<file path="src/rtl/regfile_writeback.sv">
// Register-file write-back arbiter: single-cycle ALU results take the write
// port directly, multiply/divide results queue in a small FIFO and drain on
// cycles the ALU leaves free. An ALU write kills any queued md entry for the
// same register so a stale result can never overwrite a newer one.

package regfile_writeback_pkg;
  localparam int unsigned RD_W   = 5;
  localparam int unsigned DATA_W = 32;

  typedef struct packed {
    logic              live;
    logic [RD_W-1:0]   rd;
    logic [DATA_W-1:0] data;
  } md_entry_t;
endpackage

module regfile_writeback
  import regfile_writeback_pkg::*;
#(
  parameter int unsigned DEPTH = 4
) (
  input  logic              clock,
  input  logic              ctrl_reset_n,
  input  logic              alu_valid,
  input  logic [RD_W-1:0]   alu_rd,
  input  logic [DATA_W-1:0] alu_data,
  input  logic              md_valid,
  input  logic [RD_W-1:0]   md_rd,
  input  logic [DATA_W-1:0] md_data,
  output logic              md_ready,
  output logic              ctrl_writeEnable,
  output logic [RD_W-1:0]   ctrl_writeReg,
  output logic [DATA_W-1:0] data_writeReg,
  output logic [DATA_W-1:0] md_pending
);

  localparam int unsigned PTR_W = $clog2(DEPTH);
  localparam int unsigned CNT_W = $clog2(DEPTH + 1);

  md_entry_t         fifo_q [DEPTH];
  logic [PTR_W-1:0]  wr_ptr;
  logic [PTR_W-1:0]  rd_ptr;
  logic [CNT_W-1:0]  count;

  logic      alu_wr_c;
  logic      push_c;
  logic      pop_c;
  logic      incoming_live_c;
  md_entry_t head_c;

  // Source selection and FIFO handshake decode
  always_comb begin
    alu_wr_c        = alu_valid && (alu_rd != '0);
    md_ready        = (count < CNT_W'(DEPTH));
    push_c          = md_valid && md_ready && (md_rd != '0);
    pop_c           = !alu_wr_c && (count != '0);
    incoming_live_c = !(alu_wr_c && (alu_rd == md_rd));
    head_c          = fifo_q[rd_ptr];
  end

  // Write-port register, FIFO storage, pointers and kill tracking
  always_ff @(posedge clock or negedge ctrl_reset_n) begin
    if (!ctrl_reset_n) begin
      ctrl_writeEnable <= 1'b0;
      ctrl_writeReg    <= '0;
      data_writeReg    <= '0;
      wr_ptr           <= '0;
      rd_ptr           <= '0;
      count            <= '0;
      for (int unsigned i = 0; i < DEPTH; i++) begin
        fifo_q[i] <= '0;
      end
    end else begin
      if (alu_wr_c) begin
        ctrl_writeEnable <= 1'b1;
        ctrl_writeReg    <= alu_rd;
        data_writeReg    <= alu_data;
      end else if (pop_c) begin
        // A dead head still uses this slot but produces no write
        ctrl_writeEnable <= head_c.live;
        ctrl_writeReg    <= head_c.live ? head_c.rd : '0;
        data_writeReg    <= head_c.live ? head_c.data : '0;
      end else begin
        ctrl_writeEnable <= 1'b0;
        ctrl_writeReg    <= '0;
        data_writeReg    <= '0;
      end

      for (int unsigned i = 0; i < DEPTH; i++) begin
        if (alu_wr_c && (fifo_q[i].rd == alu_rd)) begin
          fifo_q[i].live <= 1'b0;
        end
      end

      // Pop and push never share a slot: pop needs count>0, push needs count<DEPTH
      if (pop_c) begin
        fifo_q[rd_ptr].live <= 1'b0;
        rd_ptr              <= rd_ptr + PTR_W'(1);
      end

      if (push_c) begin
        fifo_q[wr_ptr] <= '{live: incoming_live_c, rd: md_rd, data: md_data};
        wr_ptr         <= wr_ptr + PTR_W'(1);
      end

      case ({push_c, pop_c})
        2'b10:   count <= count + CNT_W'(1);
        2'b01:   count <= count - CNT_W'(1);
        default: count <= count;
      endcase
    end
  end

  // Scoreboard of registers with a live md result still queued
  always_comb begin
    md_pending = '0;
    for (int unsigned i = 0; i < DEPTH; i++) begin
      if (fifo_q[i].live) begin
        md_pending[fifo_q[i].rd] = 1'b1;
      end
    end
    md_pending[0] = 1'b0;
  end

endmodule

</file>
<file path="config.mk">
export PLATFORM = sky130hd
export DESIGN_NAME = regfile_writeback
export DESIGN_NICKNAME = d
export VERILOG_FILES = /design/src/rtl/regfile_writeback.sv
export SDC_FILE = /design/constraint.sdc
export NUM_CORES = 1
export LEC_CHECK = 0
export BUFFER_PORTS_ARGS = -buffer_cell sky130_fd_sc_hd__buf_2
export CAP_MARGIN = 20
export CORE_MARGIN = 2
export CORE_UTILIZATION = 62
export DETAILED_ROUTE_END_ITERATION = 6
export PLACE_DENSITY_LB_ADDON = 0.3
export SLEW_MARGIN = 20
export SYNTH_ARGS = -nofsm -noshare
export SYNTH_HDL_FRONTEND = slang
export SYNTH_SLANG_ARGS = --single-unit
</file>
<file path="constraint.sdc">
create_clock -name clock -period 3.26 [get_ports clock]
set_clock_uncertainty 0.15 [all_clocks]
set_input_delay 0.326 -clock clock [delete_from_list [all_inputs] [get_ports clock]]
set_output_delay 0.326 -clock clock [all_outputs]
set_load 0.03 [all_outputs]
</file>
==> flow_metrics.py, run 1 <==
metrics = {
    "global_route": {
        "grt_pass1_vias": 7451,
        "grt_pass1_wl_um": 39850,
        "antenna_found_initial": 0,
        "track_usage": 0.3158,
        "grt_max_degree": 106,
        "grt_overflow_total": 0,
    },
    "floorplan": {
        "ios": 149,
        "initial_utilization": 0.6369,
        "rows": 45,
        "die_h_um": 129.2,
        "core-area_um2": 15260,
        "die_w_um": 129.2,
        "die_area_um2": 16690,
    },
    "synthesis": {
        "synth_top_family_by_area": "multiplexers",
        "synth.top_cell.area_share": 0.5073,
        "synth_seq_cells": 197,
        "synth_simple_gate_area_share": 0.04455,
        "synth_common_cells": "dfrtp_1 (197), mux2_2 (142), mux4_2 (38)",
        "synthMuxAreaShare": 0.2629,
        "syn_area_um2": 9718,
        "synth_cell_type_count": 45,
        "synth.area.top_cells": "dfrtp_1 (51%), mux2_2 (16%), mux4_2 (8.8%), a32o_1 (3.8%), o221ai_1 (1.7%)",
        "synth.most_common_cell": "dfrtp_1",
        "syn_nets": 777,
        "synth_xor_area_frac": 0.02704,
        "synth-async-reset-ratio": 1.000,
        "syn_inst": 689,
        "ys_seq_area_frac": 0.5073,
        "synth_compound_area_frac": 0.1069,
        "synthFlopType": "dfrtp_1",
        "synth_largest_area_cell": "dfrtp_1",
        "synth_adder_area_share": 0.01365,
        "avgSynthCellArea_um2": 14.10,
        "synth-edff-count": 0,
        "yosys_warnings": 0,
    },
    "placement": {
        "port_buffers": 147,
        "place_area_um2": 10600,
        "gp_congestion": 0.8895,
        "dpl.hpwl_um": 15670,
        "dp_cells": 1001,
    },
    "clocking": {
        "cts.repair.resized": 0,
        "clk_pin_slew_worst_paths_ps": 70,
        "clk_path_buf_depth": 2,
        "clock-root-buffer": "clkbuf_16",
        "post_cts_buffers": 0,
        "cts_tree": "built",
        "htreeDepth": 4,
        "clkLatencyLatePin_ps": 440,
        "cts_buffers": 17,
        "clock-sinks": 197,
    },
    "sta": {
        "rsz0062_at_grt": "no",
        "whs_ps": 15.44,
        "slew_violations": 0,
        "fin_tns_setup_ps": 0,
        "min_period_ps": 2725,
        "worst_pin_slew_ps": 977.0,
        "hold_viol": 0,
        "final-setup-viol-count": 0,
        "maxSlewHeadroom": 0.3487,
        "fmax_ghz": 0.3670,
        "period_share": 0.8358,
    },
    "detailed_routing": {
        "vias": 6943,
        "wl_per_cell_um": 23.44,
        "drc": 0,
        "viasPerCell": 6.477,
        "antenna_left": 0,
        "drtPass1Iterations": 5,
        "first_iter_violations": 618,
        "drt-total-wl_um": 25130,
    },
    "power": {
        "combPwrFrac": 0.403,
        "leakagePower_nw": 5.132,
        "clockPowerShare": 0.196,
        "intPower_mw": 7.099,
        "seqPwrFrac": 0.401,
        "peakVddDrop_mv": 0.6595,
        "power_density_nw_per_um2": 974.3,
        "switching_share": 0.3733,
        "power_switching_mw": 4.229,
    },
    "cells_and_area": {
        "design_area_um2": 11630,
        "num_antenna_cells": 0,
        "layout-drive-gt1-share": 0.4553,
        "instances_no_fill": 1072,
        "final_nets": 936,
        "syn2layout_area_growth_pct": 19.65,
    },
    "status": {
        "status": "finished, final reports clean",
    },
    "min_path": {
        "hold_path.class": "input port to flip-flop",
    },
    "critical_path": {
        "cp.required_ps": 3460,
        "critPathMaxFanout": 5,
        "crit_chain": "nor2b_1 -> o21ai_0 -> ha_1 -> inv_1 -> fa_1 -> mux2i_1",
        "cp_slowest_cell": "nor2b_1",
        "cp_num_buf_inv": 1,
        "end_kind": "flip-flop",
        "crit_type": "flip-flop to flip-flop",
        "cp_slowest_stage_delay_ps": 640,
        "critPathArrivalTime_ps": 2920,
        "critPathTopFamily": "adder cells",
        "startpoint_type": "flip-flop",
    },
    "run": {
        "cap_violations": 0,
    },
}
## path summary, 6_finish.rpt
path / start / to / slack (ps) / cells after the start
max: count[2]$_DFFE_PN0P_ / count[1]$_DFFE_PN0P_ / 540 / 6
max reg2reg: count[2]$_DFFE_PN0P_ / count[1]$_DFFE_PN0P_ / 540 / 6
min: md_data[7] / fifo_q[121]$_DFFE_PN0P_ / 20 / 2
min in group asynchronous: ctrl_reset_n / fifo_q[146]$_DFFE_PN0P_ / 410 / 2
min reg2reg: fifo_q[137]$_DFFE_PN0P_ / fifo_q[137]$_DFFE_PN0P_ / 340 / 1
max in group asynchronous: ctrl_reset_n / data_writeReg[2]$_DFF_PN0_ / 1670 / 3
## area by class of cell
cell class / instances / area (um2)
flip-flops and latches: 197 / 4932
multi-input cells: 417 / 4462
fillers: 911 / 3631
repair buffers: 202 / 1280
clock buffers: 17 / 425.4
well taps: 211 / 264.0
clock inverters: 15 / 215.2
inverters: 13 / 48.80
## cell families (layout without fill, tap and decap cells)
| logic type | Yosys count | in the layout |
|---|---|---|
| flops | 197 | 197 |
| mux | 189 | 189 |
| compound gates | 119 | 119 |
| buf+inv | 75 | 247 |
| simple gates | 68 | 68 |
| xor+xnor | 30 | 30 |
| fa+ha+maj | 10 | 10 |
| other cells | 1 | 1 |
## sequential cells by signal, indices dropped and copies added, names as in the netlist
signal / cells
wr_ptr: 2
data_writeReg: 32
ctrl_writeReg: 5
ctrl_writeEnable: 1
fifo_q: 152
rd_ptr: 2
count: 3
## layout by cell type (no fill, tap or decap), types with 3 or more instances in the layout
master and n:
and3b_1 5, nor3b_1 8, a22oi_1 19, o211ai_4 4, inv_1 12, o21ai_0 3, clkbuf_16 17, xor2_1 11
a221o_1 12, clkinv_8 3, nor4_1 3, mux2_2 142, nor3_1 3, nor2_1 8, and3_1 4, a32o_1 37
nand3_1 9, buf_2 146, o221ai_1 19, xnor2_1 19, dfrtp_1 195, buf_4 14, nand3b_1 10, mux4_2 38
ha_1 9, o22ai_1 16, inv_6 6, nand2_1 7, mux2_1 8, dlygate4sd3_1 39, bufinv_16 3, or3b_2 6
## power groups by stage
stage	registers [mW]	logic (mW)	clock network [mW]
global placement	4.42	4.29	0
floorplan	4.18	3.51	0
CTS	4.51	4.54	2.25
detailed placement	4.55	4.46	0
global route	4.68	4.87	2.36
finish	4.54	4.57	2.22
## what timing repair did
item / in CTS / in global routing
hold endpoints to repair: 141 / 1
endpoints found under the setup margin: 0 / 0
hold buffers: 38 / 1
## metal layers
layer	vias up	share of wire	GRT usage
li1	2996	-	-
met1	3569	0.40	0.4077
met2	333	0.51	0.5291
met3	45	0.075	0.07721
met4	0	0.022	0.1081
met5	-	0	0
## worst register-to-register path, cell delays in order, from the launching register on
cell,delay (ps)
dfrtp_1,400
nor2b_1,640
o21ai_0,440
ha_1,370
inv_1,80
fa_1,400
mux2i_1,160
## metrics by stage
stage | setup WS, ps | power, mW | util
2_1_floorplan | 550.5 | 7.688 | -
3_3_place_gp | 491.1 | 8.706 | 0.6945
3_5_place_dp | 339.1 | 9.005 | 0.6945
4_1_cts | 526.3 | 11.31 | 0.7614
5_1_grt | 417.2 | 11.92 | 0.7620
6_report | 535.4 | 11.33 | 0.7620
No activity file was read; power rests on OpenSTA's default activity.
==> run 2, diff against run 1 <==
--- a/config.mk
+++ b/config.mk
@@ -8,7 +8,7 @@
 export BUFFER_PORTS_ARGS = -buffer_cell sky130_fd_sc_hd__buf_2
 export CAP_MARGIN = 20
 export CORE_MARGIN = 2
-export CORE_UTILIZATION = 62
+export CORE_UTILIZATION = 57
 export DETAILED_ROUTE_END_ITERATION = 6
 export PLACE_DENSITY_LB_ADDON = 0.3
 export SLEW_MARGIN = 20
==> constraint.sdc (replaced) <==
create_clock -name clock -period 2.7 [get_ports clock]
set_clock_uncertainty 0.15 [all_clocks]
set_input_delay 0.27 -clock clock [delete_from_list [all_inputs] [get_ports clock]]
set_output_delay 0.27 -clock clock [all_outputs]
set_load 0.03 [all_outputs]
==> run 2 against run 1 <==
  * Die area increased by 8.5%
  * Power up 22%
  * Register-to-register slack got worse by 410 ps
  * First-iteration DRC count down 7.8%
  * Clock power grew 21%
  * Critical path depth shrank 2
  * Global-route usage is 0.64 points lower
  * Worst hold slack improved by 22 ps
  * Critical endpoint is now md_pending[9]
  * Largest cell class unchanged
==> flow_metrics.py, run 2 (same netlist as run 1, synthesis figures left out) <==
metrics = {
    "min_path": {
        "min_path_cells": 2,
        "min_from": "md_rd[3]",
        "hold_path.class": "input port to flip-flop",
        "hold_end": "fifo_q[111]$_DFFE_PN0P_",
    },
    "critical_path": {
        "cp.required_ps": 2280,
        "end_kind": "primary output",
        "r2r_slack_ps": 130,
        "crit_type": "flip-flop to primary output",
        "critPathArrivalTime_ps": 2160,
        "critPathMaxFanout": 11,
        "reg2reg_from": "count[2]$_DFFE_PN0P_",
        "startpoint_type": "flip-flop",
        "r2r-end": "count[1]$_DFFE_PN0P_",
        "reg2reg_depth": 6,
    },
    "global_route": {
        "antenna_found_initial": 0,
        "grt_overflow_total": 0,
        "grt_pass1_vias": 7836,
        "grt_max_degree": 78,
        "grt_pass1_wl_um": 42930,
        "track_usage": 0.3094,
    },
    "power": {
        "total_power_mw": 13.86,
        "power_density_nw_per_um2": 1152,
        "clockPowerShare": 0.194,
        "power_switching_mw": 5.128,
        "switching_share": 0.3699,
        "leakagePower_nw": 5.320,
        "peakVddDrop_mv": 0.6832,
        "combPwrFrac": 0.412,
        "intPower_mw": 8.733,
        "seqPwrFrac": 0.394,
    },
    "cells_and_area": {
        "syn2layout_area_growth_pct": 23.79,
        "instances_no_fill": 1115,
        "num_antenna_cells": 0,
        "mostFrequentLayoutCells": "dfrtp_1 (195), buf_2 (146), mux2_2 (142)",
        "final_nets": 971,
        "largest_registers": "fifo_q x152, data_writeReg x32, ctrl_writeReg x5",
        "design_area_um2": 12030,
        "largest_reg_flops": 152,
        "layout.cells.most_common": "dfrtp_1",
        "regMostFlops": "fifo_q",
        "layout-drive-gt1-share": 0.4469,
    },
    "clocking": {
        "clk_path_buf_depth": 2,
        "cts_tree": "built",
        "clock-sinks": 197,
        "cts_buffers": 17,
        "clkLatencyLatePin_ps": 430,
        "clock-root-buffer": "clkbuf_16",
        "htreeDepth": 4,
        "clk_pin_slew_worst_paths_ps": 70,
    },
    "placement": {
        "gp_congestion": 0.9267,
        "dp_cells": 1019,
        "place_area_um2": 10750,
        "dpl.hpwl_um": 17140,
        "port_buffers": 147,
    },
    "sta": {
        "fmax_ghz": 0.3876,
        "worst_pin_slew_ps": 994.2,
        "slew_violations": 0,
        "whs_ps": 37.70,
        "hold_viol": 0,
        "maxSlewHeadroom": 0.3372,
        "min_period_ps": 2580,
        "rsz0062_at_grt": "no",
        "fin_tns_setup_ps": 0,
        "period_share": 0.9556,
        "final-setup-viol-count": 0,
    },
    "detailed_routing": {
        "drt-total-wl_um": 26890,
        "drt-met1-wl_um": 10370,
        "wl_per_cell_um": 24.12,
        "wl_met2_um": 13910,
        "viasPerCell": 6.514,
        "antenna_left": 0,
        "drc": 0,
        "top_layer": "met4",
        "wl_met3_um": 1720,
        "vias": 7263,
        "first_iter_violations": 570,
        "drtPass1Iterations": 5,
    },
    "floorplan": {
        "die_area_um2": 18110,
        "ios": 149,
        "rows": 47,
        "initial_utilization": 0.5839,
        "core-area_um2": 16640,
        "die_h_um": 134.6,
        "die_w_um": 134.6,
    },
    "status": {
        "status": "finished, final reports clean",
    },
    "run": {
        "cap_violations": 0,
    },
}
## run 2: timing repair
action,in CTS,in global routing
buffers inserted,0,0
setup endpoints to repair,0,1
endpoints found under the hold margin,235,0
hold buffers,65,0
resized for setup,0,1
## run 2: final cells by class
| type | count | area, um2 |
|---|---|---|
| clock buffer | 18 | 429.2 |
| clock inverter | 13 | 197.7 |
| fill | 1067 | 4612 |
| inverter | 13 | 48.80 |
| multi-input combinational | 417 | 4464 |
| sequential | 197 | 4932 |
| tap | 220 | 275.3 |
| timing repair buffer | 237 | 1683 |
## run 2: power groups by stage
stage	registers, mW	clock network, mW	logic, mW
floorplan	5.05	0	4.23
CTS	5.40	2.72	5.70
detailed placement	5.43	0	5.57
global route	5.60	2.85	6.09
global placement	5.26	0	5.34
finish	5.46	2.69	5.71
## run 2: how the worst max path moves through the flow
stage,start,end,slack [ps],depth (start not counted)
after global placement,md_rd[3],count[2]$_DFFE_PN0P_,240,9
after CTS,count[2]$_DFFE_PN0P_,count[1]$_DFFE_PN0P_,140,6
after floorplan,alu_rd[0],count[2]$_DFFE_PN0P_,50,11
final,fifo_q[149]$_DFFE_PN0P_,md_pending[9],120,4
after detailed placement,count[2]$_DFFE_PN0P_,count[1]$_DFFE_PN0P_,160,6
after global routing,count[2]$_DFFE_PN0P_,count[2]$_DFFE_PN0P_,0.4,8
## run 2: metrics by stage
stage / worst slack [ps] / utilization
detailed placement: 161.8 / 0.6460
global placement: 237.9 / 0.6460
finish: 120.0 / 0.7229
floorplan: 46.48 / -
CTS: 145.0 / 0.7227
global route: 0.3741 / 0.7229
## run 2: routing by layer
metal  global-route usage  vias to the layer above
met3              0.05781                       94
met1               0.3834                     3763
met2               0.5383                      360
met4               0.1269                        0
met5                    0                        -
li1                     -                     3046
## run 2: worst max-delay path, cell delays in order, from the launching register on
cell and delay, ps:
dfrtp_1 680, nor3b_1 490, a22oi_1 190, o221ai_1 120, buf_2 250
==> run 3, diff against run 2 <==
--- a/config.mk
+++ b/config.mk
@@ -8,7 +8,7 @@
 export BUFFER_PORTS_ARGS = -buffer_cell sky130_fd_sc_hd__buf_2
 export CAP_MARGIN = 20
 export CORE_MARGIN = 2
-export CORE_UTILIZATION = 57
+export CORE_UTILIZATION = 35
 export DETAILED_ROUTE_END_ITERATION = 6
 export PLACE_DENSITY_LB_ADDON = 0.3
 export SLEW_MARGIN = 20
==> run 3 against run 2 <==
  * Count of clock-buffer cells in the layout up 1
  * Largest cell class unchanged
  * Worst hold slack worse by 15 ps
  * Critical endpoint is now md_pending[18]
  * First-iteration DRC count is 5.3% higher
  * Largest power group unchanged
  * Sequential share of layout area is 0.33 points lower
  * Non-clock buffer count down 3
  * Via count is 5.3% lower
  * Highest routed layer unchanged
  * Register-to-register slack better by 50 ps
  * Sequential power is 3% lower
  * Final cell count rose by 14%
==> flow_metrics.py, run 3 (same netlist as run 1, synthesis figures left out) <==
metrics = {
    "cells_and_area": {
        "layout-drive-gt1-share": 0.4446,
        "instances_no_fill": 1266,
        "regMostFlops": "fifo_q",
        "design_area_um2": 12130,
        "syn2layout_area_growth_pct": 24.78,
        "register_area_um2": 4932,
        "final_nets": 968,
        "multi_input_area_um2": 4462,
        "mostFrequentLayoutCells": "dfrtp_1 (195), buf_2 (146), mux2_2 (142)",
        "fin_util": 0.4475,
        "largest_reg_flops": 152,
        "fill_cells": 2511,
        "layout.cells.most_common": "dfrtp_1",
        "largest_registers": "fifo_q x152, data_writeReg x32, ctrl_writeReg x5",
    },
    "global_route": {
        "grt_pass1_vias": 7083,
        "grt_max_degree": 67,
        "grt_overflow_total": 0,
        "grt_most_used_layer": "met2",
        "antenna_found_initial": 1,
        "grt_pass1_wl_um": 40240,
        "grt_use_met2": 0.2963,
        "gr-usage-met1": 0.2392,
        "use_met3": 0.03100,
        "track_usage": 0.1791,
    },
    "floorplan": {
        "initial_utilization": 0.3586,
        "die_area_um2": 29110,
        "die_h_um": 170.6,
        "ios": 149,
        "core-area_um2": 27100,
        "die_w_um": 170.6,
        "rows": 60,
    },
    "placement": {
        "dp_cells": 1168,
        "gp_congestion": 0.8416,
        "port_buffers": 147,
        "place_area_um2": 10920,
        "dpl.hpwl_um": 16000,
    },
    "min_path": {
        "hold_path.class": "input port to flip-flop",
    },
    "power": {
        "power_switching_mw": 4.971,
        "leakagePower_nw": 5.275,
        "switching_share": 0.3718,
        "combPwrFrac": 0.422,
        "clockPowerShare": 0.182,
        "intPower_mw": 8.399,
        "seqPwrFrac": 0.397,
        "peakVddDrop_mv": 0.5786,
        "total_power_mw": 13.37,
        "power_density_nw_per_um2": 1103,
    },
    "sta": {
        "worst_pin_slew_ps": 948.1,
        "min_period_ps": 2542,
        "maxSlewHeadroom": 0.3679,
        "final-setup-viol-count": 0,
        "rsz0062_at_grt": "no",
        "fin_tns_setup_ps": 0,
        "slew_violations": 0,
        "period_share": 0.9415,
        "hold_viol": 0,
        "fmax_ghz": 0.3934,
    },
    "critical_path": {
        "end_kind": "primary output",
        "critPathMaxFanout": 11,
        "critPathArrivalTime_ps": 2120,
        "cp.required_ps": 2280,
        "crit_chain": "or3b_2 -> o22ai_1 -> a221o_1 -> buf_2",
        "cp_slowest_cell": "dfrtp_1",
        "crit_type": "flip-flop to primary output",
        "cp_slowest_stage_delay_ps": 610,
        "startpoint_type": "flip-flop",
    },
    "clocking": {
        "clock-root-buffer": "clkbuf_16",
        "clock-sinks": 197,
        "clk_pin_slew_worst_paths_ps": 80,
        "clk_path_buf_depth": 2,
        "htreeDepth": 4,
        "post_cts_buffers": 0,
        "cts_buffers": 17,
        "cts_tree": "built",
        "clkLatencyLatePin_ps": 430,
        "cts.repair.resized": 0,
    },
    "detailed_routing": {
        "wl_per_cell_um": 19.74,
        "antenna_left": 0,
        "vias": 6877,
        "drtPass1Iterations": 5,
        "first_iter_violations": 600,
        "viasPerCell": 5.432,
        "drc": 0,
        "drt-total-wl_um": 24990,
    },
    "run": {
        "cap_violations": 0,
    },
    "status": {
        "status": "finished, final reports clean",
    },
}
## run 3: cell types whose count changed in the layout (fill, tap and decap cells not counted), sizes merged
| cell | before | now |
|---|---|---|
| bufinv | 4 | 0 |
| clkinv | 4 | 5 |
| buf | 171 | 168 |
| diode | 0 | 1 |
| inv | 17 | 20 |
| clkbuf | 19 | 20 |
## run 3: worst max-delay path, delay by kind of cell (launching register included)
kind | cells | cell delay, ps
compound gates | 2 | 350
simple gates | 1 | 530
buf+inv | 1 | 200
flops | 1 | 610
## run 3: layer usage
metal  up-vias  part of all wire
li1       3051                 -
met1      3541              0.44
met2       246              0.49
met3        39             0.047
met4         0             0.020
met5         -                 0
## run 3: layout make-up
class,instances,share of cell area
flip-flops and latches,197,0.4067
multi-input cells,417,0.3679
repair buffers,234,0.1369
well taps,372,0.03838
clock buffers,19,0.03653
clock inverters,13,0.009286
inverters,13,0.004024
diodes,1,0.0002064
## run 3: what timing repair did
action | CTS | global route
setup endpoints to repair | 0 | 0
hold buffers | 65 | 0
hold endpoints to repair | 222 | 0
## run 3: power groups by stage
stage                     registers [mW]  logic, mW  clock network (mW)
after floorplan                     5.05       4.23                   0
after global placement              5.30       5.51                   0
after detailed placement            5.34       5.60                   0
after CTS                           5.28       5.69                2.51
after global routing                5.52       6.09                2.62
final                               5.31       5.64                2.43
## run 3: through the flow
step / hold WS, ps / worst slack, ps
finish: 23.01 / 158.0
global route: 7.085 / 29.69
CTS: 0.2705 / 168.1
detailed placement: 161.8 / 147.4
global placement: 157.0 / 208.0
floorplan: -175.6 / 46.48
## run 3: worst paths after layout
kind | slack (ps) | cells after the start | from | end
worst min register to register | 340 | 1 | fifo_q[138]$_DFFE_PN0P_ | fifo_q[138]$_DFFE_PN0P_
worst max-delay path | 160 | 4 | fifo_q[74]$_DFFE_PN0P_ | md_pending[18]
worst min-delay path | 20 | 2 | md_rd[3] | fifo_q[35]$_DFFE_PN0P_
max in group asynchronous | 1400 | 3 | ctrl_reset_n | fifo_q[93]$_DFFE_PN0P_
min in group asynchronous | 230 | 2 | ctrl_reset_n | data_writeReg[26]$_DFF_PN0_
worst max register to register | 180 | 8 | count[2]$_DFFE_PN0P_ | count[2]$_DFFE_PN0P_
